<file path="src/rtl/alu_multicycle.sv">
// Registered RV32I/M-style ALU: logic, add/sub and compares finish in one cycle,
// shifts iterate one bit per cycle and MUL runs a WIDTH-step shift-add loop.
module alu_multicycle #(
    parameter int WIDTH = 32
) (
    input  logic             clk,
    input  logic             rst,
    input  logic             start,
    input  logic [WIDTH-1:0] A,
    input  logic [WIDTH-1:0] B,
    input  logic [3:0]       ALUControl,
    output logic             busy,
    output logic             done,
    output logic [WIDTH-1:0] Result,
    output logic             V,
    output logic             C,
    output logic             N,
    output logic             Z
);

    localparam int SHW = $clog2(WIDTH);
    localparam int CW  = SHW + 1;

    localparam logic [3:0] OP_ADD  = 4'b0000;
    localparam logic [3:0] OP_SUB  = 4'b0001;
    localparam logic [3:0] OP_AND  = 4'b0010;
    localparam logic [3:0] OP_OR   = 4'b0011;
    localparam logic [3:0] OP_XOR  = 4'b0100;
    localparam logic [3:0] OP_SLT  = 4'b0101;
    localparam logic [3:0] OP_SLTU = 4'b0110;
    localparam logic [3:0] OP_SLL  = 4'b0111;
    localparam logic [3:0] OP_SRL  = 4'b1000;
    localparam logic [3:0] OP_SRA  = 4'b1001;
    localparam logic [3:0] OP_MUL  = 4'b1010;

    typedef enum logic [1:0] {
        IDLE,
        RUN,
        DONE
    } state_t;

    state_t state;
    state_t state_next;

    logic [3:0]       op_q;
    logic [WIDTH-1:0] opa_q;
    logic [WIDTH-1:0] opb_q;
    logic [WIDTH-1:0] acc_q;
    logic [CW-1:0]    cnt_q;
    logic [WIDTH-1:0] result_q;
    logic             v_q;
    logic             c_q;
    logic             n_q;
    logic             z_q;

    logic             accept;
    logic [SHW-1:0]   shamt;
    logic             is_shift_in;
    logic             iterative_in;
    logic             last_step;

    logic             sub_sel;
    logic [WIDTH-1:0] b_eff;
    logic [WIDTH:0]   sum_ext;
    logic [WIDTH-1:0] sc_result;
    logic             sc_v;
    logic             sc_c;

    logic [WIDTH-1:0] step_a;
    logic [WIDTH-1:0] step_b;
    logic [WIDTH-1:0] step_acc;
    logic [WIDTH-1:0] step_result;

    // A new request is only taken when no iterative op is in flight.
    assign accept       = start && ((state == IDLE) || (state == DONE));
    assign shamt        = B[SHW-1:0];
    assign is_shift_in  = (ALUControl == OP_SLL) || (ALUControl == OP_SRL) ||
                          (ALUControl == OP_SRA);
    assign iterative_in = (is_shift_in && (shamt != '0)) || (ALUControl == OP_MUL);
    assign last_step    = (cnt_q == CW'(1));

    always_ff @(posedge clk or posedge rst) begin
        if (rst) begin
            state <= IDLE;
        end else begin
            state <= state_next;
        end
    end

    always_comb begin
        state_next = state;
        case (state)
            IDLE, DONE: begin
                if (start) begin
                    state_next = iterative_in ? RUN : DONE;
                end else begin
                    state_next = IDLE;
                end
            end
            RUN: begin
                if (last_step) begin
                    state_next = DONE;
                end
            end
            default: state_next = IDLE;
        endcase
    end

    always_comb begin
        busy = (state == RUN);
        done = (state == DONE);
    end

    // Single-cycle path works straight off the inputs; shifts report A so a
    // zero shift amount can complete without entering RUN.
    always_comb begin
        sub_sel   = (ALUControl == OP_SUB);
        b_eff     = sub_sel ? ~B : B;
        sum_ext   = {1'b0, A} + {1'b0, b_eff} + {{WIDTH{1'b0}}, sub_sel};
        sc_result = '0;
        sc_v      = 1'b0;
        sc_c      = 1'b0;
        case (ALUControl)
            OP_ADD, OP_SUB: begin
                sc_result = sum_ext[WIDTH-1:0];
                sc_c      = sum_ext[WIDTH];
                sc_v      = (A[WIDTH-1] ^ sum_ext[WIDTH-1]) &
                            ~(A[WIDTH-1] ^ B[WIDTH-1] ^ sub_sel);
            end
            OP_AND:  sc_result = A & B;
            OP_OR:   sc_result = A | B;
            OP_XOR:  sc_result = A ^ B;
            OP_SLT:  sc_result = {{(WIDTH-1){1'b0}}, ($signed(A) < $signed(B))};
            OP_SLTU: sc_result = {{(WIDTH-1){1'b0}}, (A < B)};
            OP_SLL, OP_SRL, OP_SRA: sc_result = A;
            default: sc_result = '0;
        endcase
    end

    always_comb begin
        step_a   = opa_q;
        step_b   = opb_q;
        step_acc = acc_q;
        case (op_q)
            OP_SLL: step_a = opa_q << 1;
            OP_SRL: step_a = opa_q >> 1;
            OP_SRA: step_a = {opa_q[WIDTH-1], opa_q[WIDTH-1:1]};
            OP_MUL: begin
                step_acc = acc_q + (opb_q[0] ? opa_q : '0);
                step_a   = opa_q << 1;
                step_b   = opb_q >> 1;
            end
            default: ;
        endcase
        step_result = (op_q == OP_MUL) ? step_acc : step_a;
    end

    // Operands, loop state and the committed result/flags; flags only move on
    // the edge that enters DONE.
    always_ff @(posedge clk or posedge rst) begin
        if (rst) begin
            op_q     <= '0;
            opa_q    <= '0;
            opb_q    <= '0;
            acc_q    <= '0;
            cnt_q    <= '0;
            result_q <= '0;
            v_q      <= 1'b0;
            c_q      <= 1'b0;
            n_q      <= 1'b0;
            z_q      <= 1'b0;
        end else if (accept) begin
            op_q <= ALUControl;
            if (iterative_in) begin
                opa_q <= A;
                opb_q <= B;
                acc_q <= '0;
                cnt_q <= (ALUControl == OP_MUL) ? CW'(WIDTH) : {1'b0, shamt};
            end else begin
                result_q <= sc_result;
                v_q      <= sc_v;
                c_q      <= sc_c;
                n_q      <= sc_result[WIDTH-1];
                z_q      <= (sc_result == '0);
            end
        end else if (state == RUN) begin
            opa_q <= step_a;
            opb_q <= step_b;
            acc_q <= step_acc;
            cnt_q <= cnt_q - CW'(1);
            if (last_step) begin
                result_q <= step_result;
                v_q      <= 1'b0;
                c_q      <= 1'b0;
                n_q      <= step_result[WIDTH-1];
                z_q      <= (step_result == '0);
            end
        end
    end

    assign Result = result_q;
    assign V      = v_q;
    assign C      = c_q;
    assign N      = n_q;
    assign Z      = z_q;

endmodule

</file>
<file path="config.mk">
export PLATFORM = sky130hd
export DESIGN_NAME = alu_multicycle
export DESIGN_NICKNAME = d
export VERILOG_FILES = /design/src/rtl/alu_multicycle.sv
export SDC_FILE = /design/constraint.sdc
export NUM_CORES = 1
export LEC_CHECK = 0
export CAP_MARGIN = 10
export CORE_ASPECT_RATIO = 1.4
export CORE_UTILIZATION = 50
export DETAILED_ROUTE_END_ITERATION = 8
export PLACE_DENSITY = 0.73
export SETUP_SLACK_MARGIN = 0.02
export SYNTH_ARGS = -nofsm -noshare
export SYNTH_HDL_FRONTEND = slang
export SYNTH_SLANG_ARGS = --single-unit
</file>
<file path="constraint.sdc">
create_clock -name clk -period 4.9 [get_ports clk]
set_clock_uncertainty 0.05 [all_clocks]
set_input_delay 0.98 -clock clk [delete_from_list [all_inputs] [get_ports clk]]
set_output_delay 0.98 -clock clk [all_outputs]
set_load 0.02 [all_outputs]
</file>
## Word-level counts from Yosys, hierarchy flattened

Cells that the tools add are included.

| storage, ports and cells | value |
|---|---|
| flip-flop bits (word level) | 144 |
| bits in latches | 0 |
| RAM bits | 0 |
| memory bits (read-only) | 0 |
| input port bits | 71 |
| output and inout bits | 38 |
| memories | 0 |

| operators by class | value |
|---|---|
| add/sub/neg operators | 4 |
| multiply operators | 0 |
| div/mod/pow operators | 0 |
| $lt $le $gt $ge | 2 |
| equality and inequality tests | 20 |
| shift operators | 0 |
| multiplexer cells | 44 |
| bitwise gates (word level) | 9 |
| reduce and logical (&&, ||, !) cells | 21 |

Operators with widths:

| operator | count |
|---|---|
| 32-bit two-way mux | 18 |
| 32-bit one-hot mux with 7 select lines | 1 |
| 32-bit one-hot mux with 3 select lines | 1 |
| 32-bit zero test | 2 |
| 32-bit < comparator | 2 |
| 32-bit by 32-bit adder with 33-bit output | 1 |
| 33-bit by 1-bit adder with 33-bit output | 1 |
| 32-bit adder | 1 |
| 32-bit AND | 1 |
| 32-bit inverter | 1 |
| 32-bit bitwise OR | 1 |
| 32-bit bitwise XOR | 1 |
| 4-bit == test (second input constant) | 6 |
| 6-bit two-way mux | 4 |
| 4-bit by 3-bit == test with 1-bit output (second input constant) | 5 |
| 1-bit two-way mux | 16 |
| 4-bit by 2-bit == test with 1-bit output (second input constant) | 2 |
| 6-bit by 1-bit == test with 1-bit output (second input constant) | 1 |
| 2-bit two-way mux | 3 |
| 3-bit AND reduction | 2 |
| 2-bit nonzero test | 3 |
| 2-bit OR reduction | 3 |
| 6-bit by 1-bit subtractor with 6-bit output (second input constant) | 1 |
| 5-bit nonzero test | 1 |
| other kinds (15) | 22 |

## Depth between registers and ports, before layout

Gate-level depths: netlist (run 1).

| logic depth | value |
|---|---|
| depth in word-level cells | 9 |
| gate-level depth with buffers | 17 |

## Worst setup path before layout (run 1)

Ideal clock, no wire load.

| timing path | value |
|---|---|
| path type | input -> register |
| start | in ALUControl[3] |
| end | reg z_q, in the netlist Z |
| library setup time | 0.069 ns |
| arrival | 4.967 ns |
| required time | 4.781 ns |
| path slack | -0.186 ns |
| cell stages on the path | 16 |
| cells stage by stage | nor4b_1 -> buf_2 -> buf_1 -> xnor2_1 -> ha_1 -> a21oi_1 -> nor2b_1 -> a2111oi_0 -> or3_1 -> xnor2_1 -> o221ai_1 -> or4_1 -> or4_1 -> nor4_1 -> nand4_1 -> nand3_1 |

| on the way | value |
|---|---|
| longest elaborated chain between the ends | 8 |
| elaborated cells between the ends (all ways) | 26 |
| those cells by class | 2 x add/sub; 11 x eq/ne; 4 x mux; 9 x reduce/logical |

Ends and longest elaborated chain:

| what | RTL line | text |
|---|---|---|
| start: declaration | 11 | `input logic [3:0] ALUControl,` |
| 4-bit by 1-bit == test with 1-bit output | 117, 123 |  |
| 32-bit two-way mux | 118 | `b_eff = sub_sel ? ~B : B;` |
| 32-bit by 32-bit adder with 33-bit output | 119 | `sum_ext = {1'b0, A} + {1'b0, b_eff} + {{WIDTH{1'b0}}, sub_sel};` |
| 33-bit by 1-bit adder with 33-bit output | 119 |  |
| 32-bit one-hot mux with 7 select lines | 123 | `case (ALUControl)` |
| 32-bit zero test | 184 | `z_q <= (sc_result == '0);` |
| 1-bit two-way mux | 174 | `if (iterative_in) begin` |
| 1-bit two-way mux | 172 | `end else if (accept) begin` |
| end signal: assignment | 184 |  |
| end signal: assignment | 196 | `z_q <= (step_result == '0);` |
| end: declaration | 54 | `logic z_q;` |

Several ways; a longest one is shown, not always the timed one. The select of a mux whose other input is x is not followed.
A chain may end at the register's enable or synchronous reset.

## Worst setup path in the final report (run 1)

| timing path | value |
|---|---|
| start | in A[8] |
| end | reg z_q, in the netlist Z |

| on the way | value |
|---|---|
| longest elaborated chain between the ends | 6 |
| elaborated cells between the ends (all ways) | 11 |
| those cells by class | 2 x add/sub; 2 x order compare; 3 x mux; 3 x bitwise; 1 x reduce/logical |

Ends and longest elaborated chain:

| what | RTL line | text |
|---|---|---|
| start: declaration | 9 | `input logic [WIDTH-1:0] A,` |
| 32-bit by 32-bit adder with 33-bit output | 119 |  |
| 33-bit by 1-bit adder with 33-bit output | 119 |  |
| 32-bit one-hot mux with 7 select lines (*) | 123 |  |
| 32-bit zero test (*) | 184 |  |
| 1-bit two-way mux (*) | 174 |  |
| 1-bit two-way mux (*) | 172 |  |

Mark *: on every way between the ends. The rest lies on a longest branch, timed or not. The select of a mux whose other input is x is not followed.

==> results of run 1 <==
## layer usage
metal	vias to the layer above	routed length, um	GRT usage
li1	7311	-	-
met1	7354	21300	0.430
met2	675	24900	0.600
met3	160	3010	0.0404
met4	0	2510	0.190
met5	-	0	0
## cell usage after synthesis (13+ instances only)
| cell | n |
|---|---|
| nand2_1 | 268 |
| nor2_1 | 185 |
| ha_1 | 168 |
| a21oi_1 | 161 |
| o21ai_0 | 158 |
| dfrtp_1 | 143 |
| inv_1 | 89 |
| clkbuf_1 | 88 |
| xnor2_1 | 63 |
| a31oi_1 | 44 |
| and2_1 | 39 |
| a22oi_1 | 27 |
| a211oi_1 | 22 |
| a21o_1 | 20 |
| a221oi_1 | 20 |
| mux2i_1 | 20 |
| o22ai_1 | 20 |
| a222oi_1 | 19 |
| nor2b_1 | 19 |
| o211ai_1 | 19 |
| xor2_1 | 19 |
| nand3_1 | 17 |
| nand4_1 | 17 |
| nand2b_1 | 16 |
| o21a_1 | 16 |
| nor3_1 | 15 |
| a22o_1 | 13 |
## repair_timing
item	in CTS	in global routing
pin swaps	6	22
hold endpoints to repair	0	0
setup buffers	1	8
setup endpoints to repair	2	8
gates resized for setup	7	40
## how the worst max path moves through the flow
stage / from / to / slack [ns] / cells past startpoint
6_report: A[8] / Z$_DFFE_PP0P_ / 0.17 / 15
5_1_grt: ALUControl[0] / V$_DFFE_PP0P_ / -0.02 / 18
4_1_cts: ALUControl[3] / Z$_DFFE_PP0P_ / -0.02 / 18
3_5_place_dp: ALUControl[3] / Z$_DFFE_PP0P_ / -0.64 / 17
3_3_place_gp: ALUControl[3] / Z$_DFFE_PP0P_ / -0.61 / 17
2_1_floorplan: rst / C$_DFFE_PP0P_ / 0.03 / 1
## registers in the layout, summed over array words and instances (netlist names), 2 cells and up
signal  flops
opa_q      32
Result     32
state       2
op_q        4
cnt_q       6
acc_q      32
opb_q      32
## logic make-up (layout without fill, tap and decap cells)
group / after synthesis / count (layout)
multiplexers: 25 / 25
AND/OR/NAND/NOR: 647 / 647
flip-flops: 143 / 143
XOR/XNOR: 82 / 82
buffers and inverters: 198 / 490
adder cells (fa/ha/maj): 170 / 170
AO/OA/AOI/OAI: 612 / 612
## where the power goes
group / internal, uW / switching [uW] / leakage, uW
clock network: 748 / 583 / 0.000262
registers: 1710 / 489 / 0.00172
logic: 2220 / 3260 / 0.00634
## worst max-delay path, delay by kind of cell
family | cells | cell delay, ns
compound gates | 4 | 0.79
fa+ha+maj | 1 | 0.33
buf+inv | 4 | 0.92
simple gates | 6 | 2.05
## area by class of cell
class	count	share of cell area
inverter	91	0.0190
timing repair buffer	369	0.169
multi-input combinational	1536	0.560
tap	370	0.0253
sequential	143	0.196
clock buffer	18	0.0235
clock inverter	12	0.00766
## stage by stage
| stage | instances | TNS (ns) | hold WS [ns] |
|---|---|---|---|
| final | 2539 | 0 | 0.436 |
| after global routing | 2539 | -0.0213 | 0.467 |
| after CTS | 2531 | -0.0155 | 0.440 |
| after detailed placement | 2500 | -3.53 | 0.423 |
| after global placement | 2500 | -3.04 | 0.418 |
| after floorplan | 1877 | 0 | 0.398 |
==> results.py, run 1 <==
metrics = {
    "outcome": {
        "status": "completed",
    },
    "synthesis": {
        "synth_area_leader_cell": "dfrtp_1",
        "syn_nets": 2118,
        "yosys-mux-area-fraction": 0.0179,
        "synth-simple-area-share": 0.207,
        "yosys_warnings": 0,
        "synth_ff_type": "dfrtp_1",
        "synth_top_family_by_area": "compound AO/OA/AOI/OAI gates",
        "ys_types": 73,
        "synth_compound_area_frac": 0.272,
        "synthAdderAreaFrac": 0.150,
        "synth_xor_xnor_area_share": 0.0502,
        "synth_edf_count": 0,
        "ys_seq_elements": 143,
        "synthCells": 1877,
        "synthArstFlopShare": 1.00,
        "syn_area_um2": 14300,
        "synth_top_area_share": 0.250,
        "synth_area_leaders": "dfrtp_1 (25%), ha_1 (15%), nand2_1 (7.0%)",
        "syn_area_per_cell_um2": 7.63,
        "seq_area_frac_synth": 0.250,
    },
    "finish": {
        "diodes": 0,
        "fillers": 2455,
        "nets": 2399,
        "fin_area_um2": 18300,
        "seq_area_um2": 3580,
        "final_cell_mix": "nand2_1 (267), buf_4 (255), nor2_1 (183)",
        "drive_gt1_frac": 0.163,
        "multiInputGateArea_um2": 10200,
        "fin_util": 0.655,
        "final_common_cell": "nand2_1",
        "syn2layout_area_growth_pct": 27.7,
    },
    "timing": {
        "setup_violations": 0,
        "slew_headroom": 0.319,
        "timing.final.crit_period_ns": 4.73,
        "max_freq_ghz": 0.212,
        "setup_ws_ns": 0.173,
        "fin_crit_sh": 0.965,
        "slew_viol_final": 0,
        "worst_slew_pin_slew_ns": 1.02,
        "hold_viol": 0,
    },
    "floorplanning": {
        "rows": 72,
        "initial_core_util": 0.513,
        "die_w_um": 145,
        "die_height_um": 202,
        "dieArea_um2": 29300,
        "io_pins": 109,
        "core_um2": 27900,
    },
    "clocking": {
        "htree_levels": 4,
        "root_buffer": "clkbuf_16",
        "clkTransAtPathRegs_ns": 0.07,
        "holdBufCountCts": 0,
        "cts_tree": "yes",
        "cts.sinks": 143,
        "clk_path_buf_depth": 2,
        "cts_made_buffers": 17,
        "insertion_delay_ns": 0.46,
    },
    "grt": {
        "grt_start_max_net_pins": 103,
        "overflow": 0,
        "grt_first_pass_wirelength_um": 80300,
        "grt_util_all_layers": 0.351,
        "antenna_found_initial": 0,
        "grt_pass1_vias": 15000,
    },
    "hold_path": {
        "hold_end": "Result[5]$_DFFE_PP0P_",
        "min_from": "Result[5]$_DFFE_PP0P_",
        "whs_path_depth": 2,
        "holdCritPathClass": "register to register",
    },
    "detailed_routing": {
        "drc": 0,
        "vias_per_cell": 6.10,
        "wirelength_um": 51800,
        "wl_per_cell_um": 20.4,
        "drt_pre_antenna_iters": 6,
        "first_iter_violations": 1357,
        "ant_nets": 0,
        "vias": 15500,
    },
    "worst_setup_path": {
        "ff2ff_path_depth": 15,
        "r2r_end": "Z$_DFFE_PP0P_",
        "worstPathMaxFanout": 2,
        "startpoint_type": "input port",
        "r2r-start": "opb_q[0]$_DFFE_PP0P_",
        "crit_chain": "clkdlybuf4s50_1 > inv_1 > ha_1 > or4_1 > a211oi_1 > buf_4 > o41ai_1 > a211oi_1 > buf_4 > o211ai_1 > or4_1 > or4_4 > nor4_4 > nand4_1 > nand3_1",
        "crit_path_top_delay_cell": "or4_1",
        "critPathKind": "input port to register",
        "endpoint_kind": "register",
        "rrSetupSlack_ns": 0.84,
        "crit_arrival_ns": 5.07,
        "crit_path_max_incr_delay_ns": 0.59,
        "required_ns": 5.24,
    },
    "flow_run": {
        "drv_cap": 0,
    },
    "placement": {
        "placed_area_um2": 17400,
        "hpwlAfterDp_um": 39700,
        "dp_slack_ns": -0.636,
        "place.gp.congestion": 0.929,
        "port-buffer-count": 108,
    },
    "power": {
        "leakage_uw": 0.00832,
        "p_per_area_nw_per_um2": 492,
        "ir_drop_mv": 0.250,
        "totalPowerFinal_uw": 9010,
    },
}
(Power assumes the default switching activity.)
==> run 2: changes to the inputs <==
- CTS_CLUSTER_SIZE: default -> 40
==> results of run 2 <==
Final layout, timing and power as in run 1 (identical DEF).
==> run 3: changes to the inputs <==
- HOLD_SLACK_MARGIN: default -> 0.1
- clock period: 4.9 -> 4.15 ns (I/O delays scaled with it)
==> results.py, run 3 (synthesis gave the netlist of run 1 again) <==
metrics = {
    "outcome": {
        "status": "finished with violations",
        "failed_checks": "negative setup slack",
    },
    "worst_setup_path": {
        "required_ns": 4.49,
        "startpoint_type": "input port",
        "crit_path_top_delay_cell": "or4_4",
        "crit_path_start": "ALUControl[2]",
        "critPathKind": "input port to register",
        "worstPathMaxFanout": 4,
        "crit_arrival_ns": 4.59,
        "r2r-start": "opb_q[0]$_DFFE_PP0P_",
        "crit_path_max_incr_delay_ns": 0.51,
        "crit_chain": "buf_8 > nor4b_4 > buf_6 > buf_12 > xnor2_4 > ha_4 > buf_6 > buf_4 > xor2_2 > o22ai_2 > a221oi_2 > o211ai_1 > a2111oi_2 > nand4_1 > or4_4 > or4_4 > nor4_4 > nand4_1 > nand3_1",
        "endpoint_kind": "register",
    },
    "timing": {
        "worst_slew_pin_slew_ns": 1.07,
        "slew_headroom": 0.290,
        "hold_viol": 0,
        "setup_ws_ns": -0.105,
        "max_freq_ghz": 0.235,
        "slew_viol_final": 0,
        "fin_crit_sh": 1.03,
        "rsz0062_at_grt": "true",
        "setup_violations": 1,
        "timing.final.crit_period_ns": 4.26,
    },
    "detailed_routing": {
        "first_iter_violations": 1561,
        "drc": 0,
        "drt_pre_antenna_iters": 9,
        "vias": 16000,
        "vias_per_cell": 6.06,
        "wl_per_cell_um": 20.7,
        "wirelength_um": 54500,
        "ant_nets": 0,
    },
    "placement": {
        "placed_area_um2": 18100,
        "port-buffer-count": 108,
        "hpwlAfterDp_um": 41600,
        "place.gp.congestion": 1.00,
    },
    "grt": {
        "antenna_found_initial": 0,
        "grt_pass1_vias": 15800,
        "grt_util_all_layers": 0.368,
        "overflow": 0,
        "grt_start_max_net_pins": 90,
        "grt_first_pass_wirelength_um": 84300,
    },
    "finish": {
        "final_cell_mix": "buf_4 (340), nand2_1 (266), nor2_1 (179)",
        "final_common_cell": "buf_4",
        "syn2layout_area_growth_pct": 36.2,
        "drive_gt1_frac": 0.225,
        "nets": 2494,
        "diodes": 0,
        "fillers": 2315,
        "fin_area_um2": 19500,
    },
    "power": {
        "cell_internal_pwr_uw": 5800,
        "pwr-share-clk": 0.147,
        "p_switching_uw": 5280,
        "p_comb_frac": 0.619,
        "totalPowerFinal_uw": 11100,
        "p_per_area_nw_per_um2": 568,
        "leakage_uw": 0.00887,
        "swShare": 0.476,
        "seq_power_share": 0.234,
        "ir_drop_mv": 0.393,
    },
    "floorplanning": {
        "initial_core_util": 0.513,
        "io_pins": 109,
        "dieArea_um2": 29300,
        "rows": 72,
        "core_um2": 27900,
        "die_w_um": 145,
        "die_height_um": 202,
    },
    "clocking": {
        "cts.sinks": 143,
        "holdBufCountCts": 0,
        "root_buffer": "clkbuf_16",
        "cts_tree": "yes",
        "insertion_delay_ns": 0.45,
        "cts_made_buffers": 17,
        "clkTransAtPathRegs_ns": 0.06,
        "htree_levels": 4,
        "clk_path_buf_depth": 2,
    },
    "hold_path": {
        "holdCritPathClass": "register to register",
        "min_from": "cnt_q[4]$_DFFE_PP0P_",
    },
    "flow_run": {
        "drv_cap": 0,
    },
}
==> run 3: stage by stage <==
| stage | std cells | hold WS (ns) | setup TNS (ns) | utilization | setup WS, ns |
|---|---|---|---|---|---|
| 2_1_floorplan | 1877 | 0.398 | -0.533 | - | -0.478 |
| 3_3_place_gp | 2575 | 0.412 | -12.82 | 0.647 | -1.11 |
| 3_5_place_dp | 2575 | 0.421 | -14.06 | 0.647 | -1.14 |
| 4_1_cts | 2622 | 0.435 | -0.145 | 0.681 | -0.109 |
| 5_1_grt | 2635 | 0.465 | -0.684 | 0.698 | -0.291 |
| 6_report | 2635 | 0.435 | -0.105 | 0.698 | -0.105 |
==> run 3: power by group through the flow <==
stage	clock, uW	combinational [uW]	sequential (uW)
3_3_place_gp	0	6420	2570
5_1_grt	1680	7480	2660
6_report	1630	6860	2600
4_1_cts	1630	6630	2580
3_5_place_dp	0	6510	2590
2_1_floorplan	0	4140	2570
==> run 3: worst paths after layout <==
path	end	slack [ns]	cells past startpoint
max in group asynchronous	opa_q[21]$_DFFE_PP0P_	2.47	3
hold / removal	cnt_q[4]$_DFFE_PP0P_	0.44	2
hold reg to reg	cnt_q[4]$_DFFE_PP0P_	0.44	2
setup reg to reg	Z$_DFFE_PP0P_	0.12	15
min in group asynchronous	acc_q[28]$_DFFE_PP0P_	0.84	2
setup / recovery	Z$_DFFE_PP0P_	-0.11	19
==> run 3: layout make-up <==
class	instances	area (um^2)	area share
sequential	143	3580	0.184
multi-input combinational	1536	10600	0.545
timing repair buffer	464	3890	0.200
inverter	91	345	0.0177
clock inverter	12	161	0.00828
clock buffer	19	433	0.0222
tap	370	463	0.0237
==> run 3: timing repair <==
| action | CTS | global route |
|---|---|---|
| endpoints found under the setup margin | 17 | 13 |
| pin swaps | 31 | 62 |
| setup buffers | 15 | 16 |
| cloned | 1 | 0 |
| gates resized for setup | 74 | 72 |
| endpoints found under the hold margin | 0 | 0 |
==> run 3: per-layer routing <==
layer / global-route usage / wire length (um) / vias to the layer above
met2: 0.635 / 26400 / 639
met5: 0 / 0 / -
met4: 0.219 / 3080 / 0
met1: 0.438 / 22100 / 7670
li1: - / - / 7495
met3: 0.0460 / 2850 / 175
==> run 3: critical path: cells and delay by family <==
| family | cells | cell delay [ns] |
|---|---|---|
| AO/OA/AOI/OAI | 4 | 0.80 |
| XOR/XNOR | 2 | 0.30 |
| adder cells (fa/ha/maj) | 1 | 0.22 |
| buffers and inverters | 5 | 0.69 |
| AND/OR/NAND/NOR | 7 | 1.75 |
